[src/rtl/cos_pkg.sv]
// rtl/cos_pkg.sv - shared constants, FSM encoding and job word layout for the cosine job sequencer
package cos_pkg;

  localparam int WIDTH_DEFAULT = 16;
  localparam int FRAC_BITS     = 8;

  typedef enum logic [1:0] {
    IDLE      = 2'd0,
    START     = 2'd1,
    WAIT_BUSY = 2'd2,
    WAIT_DONE = 2'd3
  } seq_state_t;

  // A queued job is the word {y, x}: x in the low WIDTH bits, y directly above it.
  localparam int JOB_X_LSB = 0;

endpackage

[src/rtl/cos_job_fifo.sv]
// rtl/cos_job_fifo.sv - synchronous job FIFO with full/empty/count, power-of-2 depth
module cos_job_fifo #(
  parameter int WIDTH = 32,
  parameter int DEPTH = 4
) (
  input  logic                     clock,
  input  logic                     reset,
  input  logic                     push,
  input  logic [WIDTH-1:0]         wdata,
  input  logic                     pop,
  output logic [WIDTH-1:0]         rdata,
  output logic                     full,
  output logic                     empty,
  output logic [$clog2(DEPTH):0]   count
);

  localparam int AW = $clog2(DEPTH);

  logic [WIDTH-1:0] mem [DEPTH];
  logic [AW-1:0]    wr_ptr;
  logic [AW-1:0]    rd_ptr;
  logic             do_push;
  logic             do_pop;

  assign full    = (count == (AW + 1)'(DEPTH));
  assign empty   = (count == '0);
  assign do_push = push && !full;
  assign do_pop  = pop && !empty;
  assign rdata   = mem[rd_ptr];

  // Pointers wrap naturally because DEPTH is a power of 2.
  always_ff @(posedge clock or posedge reset) begin
    if (reset) begin
      wr_ptr <= '0;
      rd_ptr <= '0;
      count  <= '0;
    end else begin
      if (do_push) wr_ptr <= wr_ptr + AW'(1);
      if (do_pop)  rd_ptr <= rd_ptr + AW'(1);
      case ({do_push, do_pop})
        2'b10:   count <= count + (AW + 1)'(1);
        2'b01:   count <= count - (AW + 1)'(1);
        default: count <= count;
      endcase
    end
  end

  always_ff @(posedge clock) begin
    if (do_push) mem[wr_ptr] <= wdata;
  end

endmodule

[src/rtl/cos_job_sequencer.sv]
// rtl/cos_job_sequencer.sv - queues (x, y) jobs and drives the cosine accelerator start/ready handshake
module cos_job_sequencer
  import cos_pkg::*;
#(
  parameter int WIDTH   = WIDTH_DEFAULT,
  parameter int DEPTH   = 4,
  parameter int TIMEOUT = 255
) (
  input  logic                     clock,
  input  logic                     reset,
  input  logic                     in_valid,
  output logic                     in_ready,
  input  logic [WIDTH-1:0]         in_x,
  input  logic [WIDTH-1:0]         in_y,
  output logic                     acc_start,
  output logic [WIDTH-1:0]         acc_x,
  output logic [WIDTH-1:0]         acc_y,
  input  logic                     acc_ready,
  input  logic [WIDTH-1:0]         acc_cosx,
  output logic                     out_valid,
  input  logic                     out_ready,
  output logic [WIDTH-1:0]         out_cos,
  output logic                     out_timeout,
  output logic                     busy,
  output logic [$clog2(DEPTH):0]   count
);

  localparam int CW        = $clog2(TIMEOUT + 1);
  localparam int JW        = 2 * WIDTH;
  localparam int JOB_Y_LSB = JOB_X_LSB + WIDTH;

  seq_state_t    state, state_next;
  logic [JW-1:0] head;
  logic          full, empty, push, pop;
  logic          job_avail, done_ok, done_tmo, tmo_hit;
  logic [CW-1:0] tmo_cnt;

  assign in_ready = !full;
  assign push     = in_valid && in_ready;
  assign busy     = (state != IDLE);
  assign tmo_hit  = (tmo_cnt == CW'(TIMEOUT - 1));

  cos_job_fifo #(
    .WIDTH (JW),
    .DEPTH (DEPTH)
  ) u_fifo (
    .clock (clock),
    .reset (reset),
    .push  (push),
    .wdata ({in_y, in_x}),
    .pop   (pop),
    .rdata (head),
    .full  (full),
    .empty (empty),
    .count (count)
  );

  always_comb begin
    state_next = state;
    pop        = 1'b0;
    done_ok    = 1'b0;
    done_tmo   = 1'b0;
    case (state)
      IDLE: begin
        if (job_avail && !empty && acc_ready && !out_valid) begin
          state_next = START;
          pop        = 1'b1;
        end
      end
      START: state_next = WAIT_BUSY;
      WAIT_BUSY: begin
        if (tmo_hit) begin
          done_tmo   = 1'b1;
          state_next = IDLE;
        end else if (!acc_ready) begin
          state_next = WAIT_DONE;
        end
      end
      WAIT_DONE: begin
        if (tmo_hit) begin
          done_tmo   = 1'b1;
          state_next = IDLE;
        end else if (acc_ready) begin
          done_ok    = 1'b1;
          state_next = IDLE;
        end
      end
      default: state_next = IDLE;
    endcase
  end

  // job_avail lags the FIFO by a cycle so a fresh push lands in storage before launch.
  always_ff @(posedge clock or posedge reset) begin
    if (reset) begin
      state       <= IDLE;
      acc_start   <= 1'b0;
      acc_x       <= '0;
      acc_y       <= '0;
      tmo_cnt     <= '0;
      job_avail   <= 1'b0;
      out_valid   <= 1'b0;
      out_cos     <= '0;
      out_timeout <= 1'b0;
    end else begin
      state     <= state_next;
      acc_start <= (state_next == START);
      job_avail <= !empty;
      if (pop) begin
        acc_x <= head[JOB_X_LSB +: WIDTH];
        acc_y <= head[JOB_Y_LSB +: WIDTH];
      end
      if (state == START) begin
        tmo_cnt <= '0;
      end else if (state == WAIT_BUSY || state == WAIT_DONE) begin
        tmo_cnt <= tmo_cnt + CW'(1);
      end
      if (done_tmo) begin
        out_valid   <= 1'b1;
        out_cos     <= '0;
        out_timeout <= 1'b1;
      end else if (done_ok) begin
        out_valid   <= 1'b1;
        out_cos     <= acc_cosx;
        out_timeout <= 1'b0;
      end else if (out_valid && out_ready) begin
        out_valid <= 1'b0;
      end
    end
  end

endmodule

[config.mk]
export PLATFORM = sky130hd
export DESIGN_NAME = cos_job_sequencer
export DESIGN_NICKNAME = d
export VERILOG_FILES = /design/src/rtl/cos_pkg.sv /design/src/rtl/cos_job_fifo.sv /design/src/rtl/cos_job_sequencer.sv
export SDC_FILE = /design/constraint.sdc
export NUM_CORES = 1
export LEC_CHECK = 0
export BUFFER_PORTS_ARGS = -buffer_cell sky130_fd_sc_hd__buf_2
export CAP_MARGIN = 30
export CORE_MARGIN = 4
export CORE_UTILIZATION = 40
export DETAILED_ROUTE_END_ITERATION = 12
export MAX_ROUTING_LAYER = met4
export SETUP_SLACK_MARGIN = 0.15
export SYNTH_ARGS = -nofsm -noshare
export SYNTH_HDL_FRONTEND = slang
export SYNTH_SLANG_ARGS = --single-unit
[constraint.sdc]
create_clock -name clock -period 2.5 [get_ports clock]
set_input_delay 0.75 -clock clock [delete_from_list [all_inputs] [get_ports clock]]
set_output_delay 0.75 -clock clock [all_outputs]
set_load 0.03 [all_outputs]
Yosys cells after proc, flatten, opt, wreduce, memory -nomap -nowiden
Memories as Yosys holds them, arrays and structs flattened. A register that Yosys moved wholly into a read port is not among the register bits. Cells that the tools add are included.

Flip-flop bits (word level): 37. RAM bits: 128. Input bits: 53. Output and inout bits: 56. Memories kept: 1.

Memory list: u_fifo.mem (words 4, bits a word 32, read ports 1, clocked after memory_dff 1, wr ports 1, RTL line cos_job_fifo.sv:19) `logic [WIDTH-1:0] mem [DEPTH];`.

$add $sub $neg: 5. Eq/ne operators: 8. Multiplexer cells: 25. Reductions and logical operators: 19.

Operators by type and width (number): 2-to-1 mux 16 bit (2); 2-to-1 mux 8 bit (2); 2-to-1 mux 1 bit (14); 2-to-1 mux 2 bit (5); adder 8 x 1 -> 8 bit (second input constant) (1); equality test 8 bit (second input constant) (1); one-hot mux 2 bit (4 select lines) (1); nonzero test 2 bit (4); logical AND 1 bit (7); equality test 2 x 1 -> 1 bit (second input constant) (3); equality test 2 bit (second input constant) (3); one-hot mux 3 bit (2 select lines) (1); adder 2 x 1 -> 2 bit (second input constant) (2); adder 3 x 1 -> 3 bit (second input constant) (1); equality test 3 bit (second input constant) (1); logical NOT 1 bit (3); logical NOT 3 bit (1); nonzero test 3 bit (1); subtractor 3 x 1 -> 3 bit (second input constant) (1); logical NOT 2 bit (1); OR reduction 2 bit (1); logical OR 1 bit (1).

Longest topological paths before layout
Gate-level depths: netlist of run 1.

Depth after elaboration: 10. Mapped depth: 10. Mapped depth without buffers: 8.

Hierarchy
From an unflattened synthesis of run 1, not the netlist that was laid out.

Cell total of the unflattened synthesis: 384. Area, all modules: 7703.6 µm².

Modules (own cells, without submodules): cos_job_fifo (instances 1, cells each 206, area each 5094.9 µm²); cos_job_sequencer (instances 1, cells each 178, area each 2608.8 µm²).

Worst setup path after synthesis of run 1
Ideal clock, no wire load.

Kind: reg-to-reg. From: register u_fifo.count[0]. To: register u_fifo.count[2]. Setup time: 0.136 ns. Arrival: 2.233 ns. Data required time: 2.364 ns. Setup slack: 0.130 ns. Cell stages (with the launch flop): 10. Clock period less this slack: 2.370 ns. Path through: dfrtp_1 -> or3_4 -> nand3_4 -> buf_6 -> inv_1 -> ha_1 -> fa_1 -> xnor2_1 -> nor2_1 -> xor2_1.

Word-level cells in the longest chain between the ends: 10.

Ends and longest elaborated chain: start, declared (RTL line cos_job_fifo.sv:14) `output logic [$clog2(DEPTH):0] count`; start signal, assigned (RTL line cos_job_fifo.sv:41) `2'b10: count <= count + (AW + 1)'(1);`; start signal, assigned (RTL line cos_job_fifo.sv:42) `2'b01: count <= count - (AW + 1)'(1);`; start signal, assigned (RTL line cos_job_fifo.sv:43) `default: count <= count;`; logical NOT 3 bit * (RTL line cos_job_fifo.sv:26) `assign empty = (count == '0);`; logical NOT 1 bit * (RTL line cos_job_fifo.sv:28, cos_job_sequencer.sv:65); logical AND 1 bit (3 in series) (RTL line cos_job_sequencer.sv:65) `if (job_avail && !empty && acc_ready && !out_valid) begin`; 2-to-1 mux 1 bit (RTL line cos_job_sequencer.sv:65); 2-to-1 mux 1 bit (RTL line cos_job_sequencer.sv:63) `case (state)`; logical AND 1 bit * (RTL line cos_job_fifo.sv:28) `assign do_pop = pop && !empty;`; net u_fifo.do_pop (RTL line cos_job_fifo.sv:23) `logic do_pop;`; equality test 2 x 1 -> 1 bit / equality test 2 bit (equally long branches) (RTL line cos_job_fifo.sv:40) `case ({do_push, do_pop})`; one-hot mux 3 bit (2 select lines) / nonzero test 2 bit (equally long branches).

Mark *: on every way through the listed nets, which the timed path passes. The rest lies on a longest branch. A chain may end at the register's enable or synchronous reset.

Worst setup path in the final report of run 1
From: register u_fifo.count[0]. To: output in_ready.

Word-level cells in the longest chain between the ends: 2.

Ends and longest elaborated chain: equality test 3 bit (RTL line cos_job_fifo.sv:25) `assign full = (count == (AW + 1)'(DEPTH));`; logical NOT 1 bit (RTL line cos_job_sequencer.sv:38) `assign in_ready = !full;`; end, declared (RTL line cos_job_sequencer.sv:12) `output logic in_ready,`.

No other way between the ends.

==> out/results.tsv, run 1 <==
metric	value	unit
met2_usage	23.0	%
drv_cap	0	
status	completed	
crit_fanout	6	
yosysUniqueCellTypes	38	
synth_ff_type	edfxtp_1	
syn_nets	441	
start_kind	flop	
core_area	18700	um2
cts_sinks	197	
switching_share	33.6	%
drive_gt1_share	44.2	%
syn_inst	380	
cts_tree	built	
synth_area_per_cell	20.0	um2
post-route-min-period	2.25	ns
synth_edf_count	128	
cts.clk_slew.worst_paths	0.07	ns
hp-class	primary input to async pin	
critPathCaptureType	primary output	
ant_nets	0	
nNetsFinal	557	
synth_most_common_cell	edfxtp_1	
grt_pass1_wl	22700	um
synth-seq-cells	197	
power	0.0116	W
power_switching	0.00390	W
hold_viol	0	
crit_required	1.75	ns
wirelength	14300	um
syn_to_final_growth	18.8	%
wl_per_cell	19.3	um
yosys-top-cells-area	edfxtp_1 (50%), dfrtp_1 (23%), mux4_2 (9.5%)	
root_buffer	clkbuf_16	
synthXorXnorAreaFrac	1.04	%
fmax	444	MHz
worstSetupStartpoint	u_fifo.count[0]	
numCtsBuffers	17	
worstReg2RegEnd	u_fifo.count[2]	
muxShareOfSynthArea	16.3	%
maxSlewHeadroom	37.0	%
pwr-share-clk	24.6	%
yosysTopAreaCell	edfxtp_1	
gp_congestion	0.766	
p_comb_share	31.9	%
ys_warn_count	0	
rsz0062_at_grt	no	
use_met3	4.55	%
powerDensity	1280	nW/um2
grt_busiest_layer	met2	
die-area	21300	um2
h-tree-depth	4	
critical_path_class	flop to primary output	
initial_utilization	40.7	%
r2r_cells	8	
grt_pass1_vias	4010	
rows	50	
fillers	1558	
drtPass1Iterations	4	
drv_slew	0	
synthSimpleGateAreaFrac	3.14	%
r2r-start	u_fifo.count[0]	
setup_ws	0.250	ns
postCtsSetupRepairBufs	0	
seq_area_frac_synth	73.2	%
worstSkewPairLatency	0.43	ns
place_hpwl	8910	um
drt_iter0_markers	198	
finClkSkew	0.0132	ns
ios	109	
synth_top_family_by_area	multiplexers	
viasPerCell	5.10	
grt_overflow	0	
portBuffers	108	
ys_top_cells_by_count	edfxtp_1 (128), dfrtp_1 (69), mux4_2 (32), mux2_4 (26), a22o_1 (12)	
clk_path_buf_depth	2	
drcViolationCount	0	
fin_crit_sh	90.0	%
grt_max_degree	36	
die_x	146	um
leakage	3.65	nW
die-height	146	um
synth_compound_area_share	2.73	%
pre_cts_ws	0.219	ns
setup_viol	0	
netlist_area	7610	um2
use_met1	17.9	%
synth_fa_ha_area_share	1.41	%
antenna_found_initial	1	
tns	0	ns
irDropWorstVdd	0.630	mV
grt_usage	14.4	%
seq_power_share	43.5	%
yosysTopAreaCellShare	50.5	%
async_reset_ff_share	35.0	%
num_vias	3794	
worstMarginPinSlew	0.944	ns
p_int	0.00769	W
r2r_slack	0.43	ns
arrival	1.50	ns
-- layer usage --
| layer | wire length, um | share of wire [%] |
|---|---|---|
| met3 | 791 | 5.5 |
| met2 | 7010 | 49 |
| met4 | 133 | 0.93 |
| met1 | 6400 | 45 |
| met5 | 0 | 0 |
-- registers in the layout, summed over array words and instances (netlist names) --
| register | cells |
|---|---|
| out_cos | 16 |
| out_timeout | 1 |
| state | 2 |
| tmo_cnt | 8 |
| job_avail | 1 |
| acc_y | 16 |
| acc_start | 1 |
| u_fifo.count | 3 |
| u_fifo.wr_ptr | 2 |
| u_fifo.mem | 128 |
| out_valid | 1 |
| u_fifo.rd_ptr | 2 |
| acc_x | 16 |
-- layout by cell type (no fill, tap or decap), drive strengths merged --
| cell type | netlist | final |
|---|---|---|
| nor3b | 1 | 1 |
| a211o | 3 | 3 |
| clkbuf | 5 | 18 |
| diode | 0 | 1 |
| o211ai | 1 | 1 |
| nor2b | 1 | 1 |
| fa | 1 | 1 |
| and4 | 1 | 1 |
| nand4 | 2 | 2 |
| nor2 | 6 | 6 |
| or3 | 1 | 1 |
| nand3 | 7 | 7 |
| edfxtp | 128 | 128 |
| inv | 10 | 15 |
| nor3 | 1 | 1 |
| ha | 7 | 7 |
| a21oi | 2 | 2 |
| and3 | 7 | 7 |
| mux4 | 32 | 32 |
| nand2 | 10 | 10 |
| mux2i | 4 | 4 |
| or4 | 1 | 1 |
| a31oi | 2 | 2 |
| clkinv | 0 | 4 |
| nor4b | 1 | 1 |
| clkinvlp | 0 | 2 |
| o31a | 1 | 1 |
| xnor2 | 6 | 6 |
| a21o | 1 | 1 |
| or3b | 1 | 1 |
| dfrtp | 69 | 69 |
| buf | 13 | 115 |
| a22o | 12 | 12 |
| mux2 | 34 | 34 |
| bufinv | 0 | 3 |
| xor2 | 3 | 3 |
| o21ai | 6 | 6 |
-- area by class of cell --
type	instances	area, um2	share of cell area [%]
timing repair buffer	115	633	7.00
clock buffer	18	429	4.74
tap	234	293	3.24
inverter	10	41.3	0.456
antenna	1	2.50	0.0277
sequential	197	5580	61.6
clock inverter	14	190	2.10
multi-input combinational	155	1880	20.8
-- what timing repair did --
action                                  4_1_cts  5_1_grt
gates resized for setup                       2        0
hold buffers                                  0        0
endpoints found under the setup margin        1        0
-- per-stage QoR --
step / utilization, % / instances / hold slack, ns / cell area, um2
finish: 48.4 / 744 / 0.312 / 9050
global route: 48.4 / 744 / 0.325 / 9050
CTS: 48.3 / 743 / 0.308 / 9040
detailed placement: 45.0 / 711 / 0.480 / 8420
global placement: 45.0 / 711 / 0.461 / 8420
floorplan: - / 380 / 0.438 / 7620
-- power groups by stage --
stage / registers, W / logic, W / clock network (W)
2_1_floorplan: 0.00570 / 0.00209 / 0
3_3_place_gp: 0.00508 / 0.00371 / 0
3_5_place_dp: 0.00511 / 0.00377 / 0
4_1_cts: 0.00506 / 0.00379 / 0.00290
5_1_grt: 0.00516 / 0.00397 / 0.00304
6_report: 0.00504 / 0.00370 / 0.00285
-- critical path, stage by stage (launching register included) --
cell	delay, ns
dfrtp_2	0.45
or3b_4	0.44
buf_4	0.19
-- worst max-delay path by stage --
stage | end | slack, ns
4_1_cts | in_ready | 0.23
2_1_floorplan | u_fifo.count[1] | 0.19
5_1_grt | in_ready | 0.19
6_report | in_ready | 0.25
3_5_place_dp | u_fifo.count[1] | 0.22
3_3_place_gp | u_fifo.count[1] | 0.24
-- logic make-up (layout without fill, tap and decap cells) --
kind of cell / after synthesis / in the layout
flops: 197 / 197
fa+ha+maj: 8 / 8
simple gates: 40 / 40
buf+inv: 28 / 157
other cells: 0 / 1
compound gates: 28 / 28
mux: 70 / 70
xor+xnor: 9 / 9
(Power assumes the default switching activity.)
==> inputs of run 2 (changes only) <==
--- a/config.mk
+++ b/config.mk
@@ -5,6 +5,7 @@
 export SDC_FILE = /design/constraint.sdc
 export NUM_CORES = 1
 export LEC_CHECK = 0
+export ABC_AREA = 1
 export BUFFER_PORTS_ARGS = -buffer_cell sky130_fd_sc_hd__buf_2
 export CAP_MARGIN = 30
 export CORE_MARGIN = 4
==> out/results.tsv, run 2 <==
metric	value	unit
leakage	4.02	nW
synth_most_common_cell	nand2_1	
die-area	22300	um2
cts_resized	0	
cts_tree	built	
cpPeakStageDelay	0.40	ns
yosys-top-cells-area	edfxtp_1 (48%), dfrtp_1 (22%), nand2_1 (8.4%)	
worstMarginPinSlew	0.683	ns
post-route-min-period	1.97	ns
gp_congestion	0.726	
grt_pass1_wl	25800	um
ant_nets	0	
synth-seq-cells	197	
die_x	149	um
root_buffer	clkbuf_16	
hold_viol	0	
critPathCaptureType	primary output	
drt_iter0_markers	213	
syn_nets	771	
cts.clk_slew.worst_paths	0.07	ns
critical_path_class	flop to primary output	
clk_path_buf_depth	2	
portBuffers	108	
drcViolationCount	0	
ys_warn_count	0	
netlist_area	8000	um2
die-height	149	um
yosysTopAreaCell	edfxtp_1	
drv_slew	0	
worstSetupStartpoint	state[0]	
h-tree-depth	4	
irDropWorstVdd	0.809	mV
drtPass1Iterations	4	
largest_reg_flops	128	
wirelength	16100	um
syn_inst	710	
powerDensity	1200	nW/um2
finClkSkew	0.00793	ns
worstReg2RegEnd	u_fifo.count[2]	
num_vias	5053	
antenna_found_initial	1	
crit_required	1.75	ns
drive_gt1_share	21.1	%
cts_sinks	197	
viasPerCell	4.61	
numCtsBuffers	17	
status	completed	
cp_slowest_cell	dfrtp_1	
worstSkewPairLatency	0.43	ns
grt_max_degree	67	
grt_overflow	0	
synth_ff_type	edfxtp_1	
maxSlewHeadroom	54.4	%
r2r_slack	0.59	ns
seq_area_frac_synth	69.7	%
fmax	507	MHz
initial_utilization	40.8	%
r2r-start	u_fifo.count[0]	
fin_cells	1097	
setup_viol	0	
synth_edf_count	128	
arrival	1.22	ns
grt_usage	15.4	%
fin_crit_sh	79.0	%
synth_area_per_cell	11.3	um2
placed_area	8820	um2
drv_cap	0	
syn_to_final_growth	17.7	%
design_area	9410	um2
place_hpwl	9490	um
rsz0062_at_grt	no	
async_reset_ff_share	35.0	%
core_area	19600	um2
nNetsFinal	878	
hp-class	primary input to async pin	
top_register	u_fifo.mem	
path_cells	inv_1 > nand2_4 > buf_2	
dp_cells	1063	
grt_pass1_vias	5035	
hold_buffers	0	
crit_fanout	4	
layout_common_cells	nand2_1 (179), edfxtp_1 (128), buf_2 (108)	
postCtsSetupRepairBufs	0	
wl_per_cell	14.7	um
start_kind	flop	
yosysTopAreaCellShare	48.1	%
rows	51	
ios	109	
yosysUniqueCellTypes	29	
r2r_cells	9	
ys_top_cells_by_count	nand2_1 (179), edfxtp_1 (128), nor2_1 (109), dfrtp_1 (69), o21ai_0 (52)	
crit_path_end	busy	
final_common_cell	nand2_1	
run 2: changes by cell type after synthesis, moves of 12 or more:
cell     before  now
a22o_1       12    0
inv_1        10   26
mux2_4       26    0
mux4_2       32    0
nand2_1      10  179
nand3_1       6   30
nor2_1        6  109
o21ai_0       6   52
o21ai_1       0   20
or2_0         0   27
run 2: how the worst min path moves through the flow:
| stage | depth (start not counted) | slack [ns] | startpoint | to |
|---|---|---|---|---|
| 2_1_floorplan | 1 | 0.46 | tmo_cnt[4] | tmo_cnt[4] |
| 3_3_place_gp | 2 | 0.46 | acc_x[6] | acc_x[6] |
| 3_5_place_dp | 2 | 0.46 | acc_y[1] | acc_y[1] |
| 4_1_cts | 2 | 0.28 | reset | acc_y[4] |
| 5_1_grt | 2 | 0.29 | reset | acc_y[4] |
| 6_report | 2 | 0.29 | reset | acc_y[8] |
run 2: cells by family (layout without fill, tap and decap cells):
logic type / after synthesis / in the layout / synth area share (%)
AO/OA/AOI/OAI: 79 / 79 / 4.98
XOR/XNOR: 4 / 4 / 0.438
adder cells (fa/ha/maj): 8 / 8 / 1.35
buffers and inverters: 63 / 183 / 4.68
flip-flops: 197 / 197 / 69.7
other: 0 / 2 / 0
AND/OR/NAND/NOR: 359 / 359 / 18.9
run 2: routing by layer:
layer / global-route usage [%] / share of wire, % / up-vias
li1: - / - / 2568
met1: 18.4 / 45 / 2375
met2: 25.9 / 50 / 94
met3: 4.13 / 4.2 / 16
met4: 4.39 / 1.3 / 0
met5: - / 0 / -
run 2: where the power goes:
| part | internal (W) | switching, W | leakage (nW) |
|---|---|---|---|
| logic | 0.00117 | 0.00261 | 1.71 |
| registers | 0.00440 | 0.000397 | 2.04 |
| clock network | 0.00152 | 0.00115 | 0.274 |
run 2: metrics by stage:
step / utilization, % / hold WS, ns / total power (W) / TNS, ns / worst slack, ns
floorplan: - / 0.458 / 0.00761 / -4.01 / -0.0313
global route: 48.0 / 0.288 / 0.0120 / 0 / 0.419
finish: 48.0 / 0.294 / 0.0113 / 0 / 0.526
detailed placement: 45.0 / 0.460 / 0.00872 / 0 / 0.248
global placement: 45.0 / 0.459 / 0.00866 / 0 / 0.253
CTS: 48.0 / 0.280 / 0.0114 / 0 / 0.496
run 2: layout make-up:
class / count / area, um2
clock buffer: 20 / 457
antenna: 2 / 5.00
multi-input combinational: 450 / 2080
inverter: 30 / 120
sequential: 197 / 5570
fill: 1826 / 10200
tap: 265 / 332
timing repair buffer: 121 / 713
clock inverter: 12 / 130
run 2: critical path, delay by kind of cell, from the launching register on:
family,cells,cell delay [ns]
flops,1,0.40
buf+inv,2,0.30
simple gates,1,0.10
==> inputs of run 3 (changes only) <==
--- a/config.mk
+++ b/config.mk
@@ -5,7 +5,7 @@
 export SDC_FILE = /design/constraint.sdc
 export NUM_CORES = 1
 export LEC_CHECK = 0
-export ABC_AREA = 1
+export ABC_AREA = 0
 export BUFFER_PORTS_ARGS = -buffer_cell sky130_fd_sc_hd__buf_2
 export CAP_MARGIN = 30
 export CORE_MARGIN = 4
==> constraint.sdc (replaced) <==
create_clock -name clock -period 1.62 [get_ports clock]
set_input_delay 0.486 -clock clock [delete_from_list [all_inputs] [get_ports clock]]
set_output_delay 0.486 -clock clock [all_outputs]
set_load 0.03 [all_outputs]
==> out/results.tsv, run 3 (same netlist as run 1, synthesis figures left out) <==
metric	value	unit
grt_pass1_vias	4580	
fin_cells	855	
fin_crit_sh	125	%
die-area	21300	um2
use_met1	22.5	%
h-tree-depth	4	
dp_cells	737	
final_common_cell	edfxtp_1	
nNetsFinal	667	
die_x	146	um
ios	109	
gp_congestion	0.759	
violations	setup timing	
grt_usage	17.8	%
top_register	u_fifo.mem	
setup_viol	182	
grt_busiest_layer	met2	
grt_overflow	0	
ant_nets	0	
grt_max_degree	22	
worstMarginPinSlew	0.418	ns
layout_common_cells	edfxtp_1 (128), buf_6 (78), dfrtp_1 (64)	
fmax	495	MHz
post-route-min-period	2.02	ns
largest_reg_flops	128	
drv_slew	0	
die-height	146	um
whs	0.0606	ns
numCtsBuffers	17	
cts.clk_slew.worst_paths	0.07	ns
met2_usage	28.6	%
multi_input_area	2160	um2
drcViolationCount	0	
drive_gt1_share	56.9	%
hp-class	primary input to async pin	
wl_per_cell	21.3	um
root_buffer	clkbuf_16	
worstSetupStartpoint	u_fifo.count[0]	
maxSlewHeadroom	72.0	%
start_kind	flop	
drt_iter0_markers	315	
hold_viol	0	
initial_utilization	40.7	%
cts_sinks	197	
register_area	5580	um2
crit_required	1.93	ns
powerDensity	2000	nW/um2
antenna_found_initial	2	
clk_path_buf_depth	2	
place_hpwl	9060	um
viasPerCell	5.19	
use_met3	4.58	%
r2r-start	u_fifo.count[0]	
status	finished, violations left	
irDropWorstVdd	1.13	mV
cts_tree	built	
worstSkewPairLatency	0.43	ns
drv_cap	0	
r2r_cells	6	
arrival	2.33	ns
portBuffers	108	
rows	50	
drtPass1Iterations	4	
critPathCaptureType	flop	
leakage	4.46	nW
finClkSkew	0.00789	ns
fillers	1385	
syn_to_final_growth	41.9	%
num_vias	4441	
critical_path_class	flop to flop	
rsz0062_at_grt	yes	
wirelength	18200	um
crit_fanout	3	
grt_pass1_wl	27200	um
setup_ws	-0.401	ns
core_area	18700	um2
==> run 3: cell types whose count changed in the layout (fill, tap and decap cells not counted), moves of 33 or more <==
| cell | change |
|---|---|
| nand2_1 | -171 |
| nor2_1 | -100 |
| buf_6 | +78 |
| buf_2 | -56 |
| buf_4 | +51 |
| o21ai_0 | -51 |
| mux2_4 | +33 |
==> run 3: through the flow <==
| stage | instance area, um2 | util, % | worst slack [ns] | power [W] | setup TNS [ns] |
|---|---|---|---|---|---|
| after global routing | 10800 | 57.8 | -0.434 | 0.0225 | -47.65 |
| final | 10800 | 57.8 | -0.401 | 0.0216 | -38.85 |
| after floorplan | 7680 | - | -0.600 | 0.0121 | -8.57 |
| after CTS | 10500 | 56.2 | -0.391 | 0.0211 | -30.90 |
| after detailed placement | 8730 | 46.7 | -0.382 | 0.0142 | -24.91 |
| after global placement | 8730 | 46.7 | -0.303 | 0.0141 | -21.40 |
==> run 3: path summary, 6_finish.rpt <==
path,slack [ns],endpoint
setup / recovery,-0.40,u_fifo.count[1]
hold / removal,0.06,out_cos[6]
setup reg to reg,-0.40,u_fifo.count[1]
hold reg to reg,0.48,tmo_cnt[7]
max in group asynchronous,1.10,acc_y[1]
min in group clock,0.27,u_fifo.mem[3][22]
==> run 3: per-layer routing <==
metal | wire length [um] | vias up
met2 | 9190 | 141
met4 | 263 | 0
li1 | - | 1971
met5 | 0 | -
met1 | 7680 | 2308
met3 | 1080 | 21
==> run 3: where the power goes <==
group          internal, W  switching (W)
logic              0.00537        0.00432
registers          0.00689       0.000815
clock network      0.00230        0.00187
==> run 3: timing repair <==
item	in CTS	in global routing
pin swaps	13	8
setup buffers	35	29
hold buffers	0	0
endpoints found under the setup margin	236	241
cloned	20	0
gates resized for setup	177	17
==> run 3: layout make-up <==
class | count | area share [%]
well taps | 234 | 2.71
diodes | 2 | 0.0463
clock inverters | 13 | 1.35
repair buffers | 213 | 19.8
clock buffers | 19 | 4.01
multi-input cells | 167 | 20.0
inverters | 10 | 0.440
flip-flops and latches | 197 | 51.6
==> run 3: critical path, cell delays in order (launching register included) <==
cell and delay [ns]:
dfrtp_2 0.42, or3b_4 0.42, buf_4 0.15, nand2_4 0.07
ha_4 0.14, fa_1 0.42, mux2_4 0.28
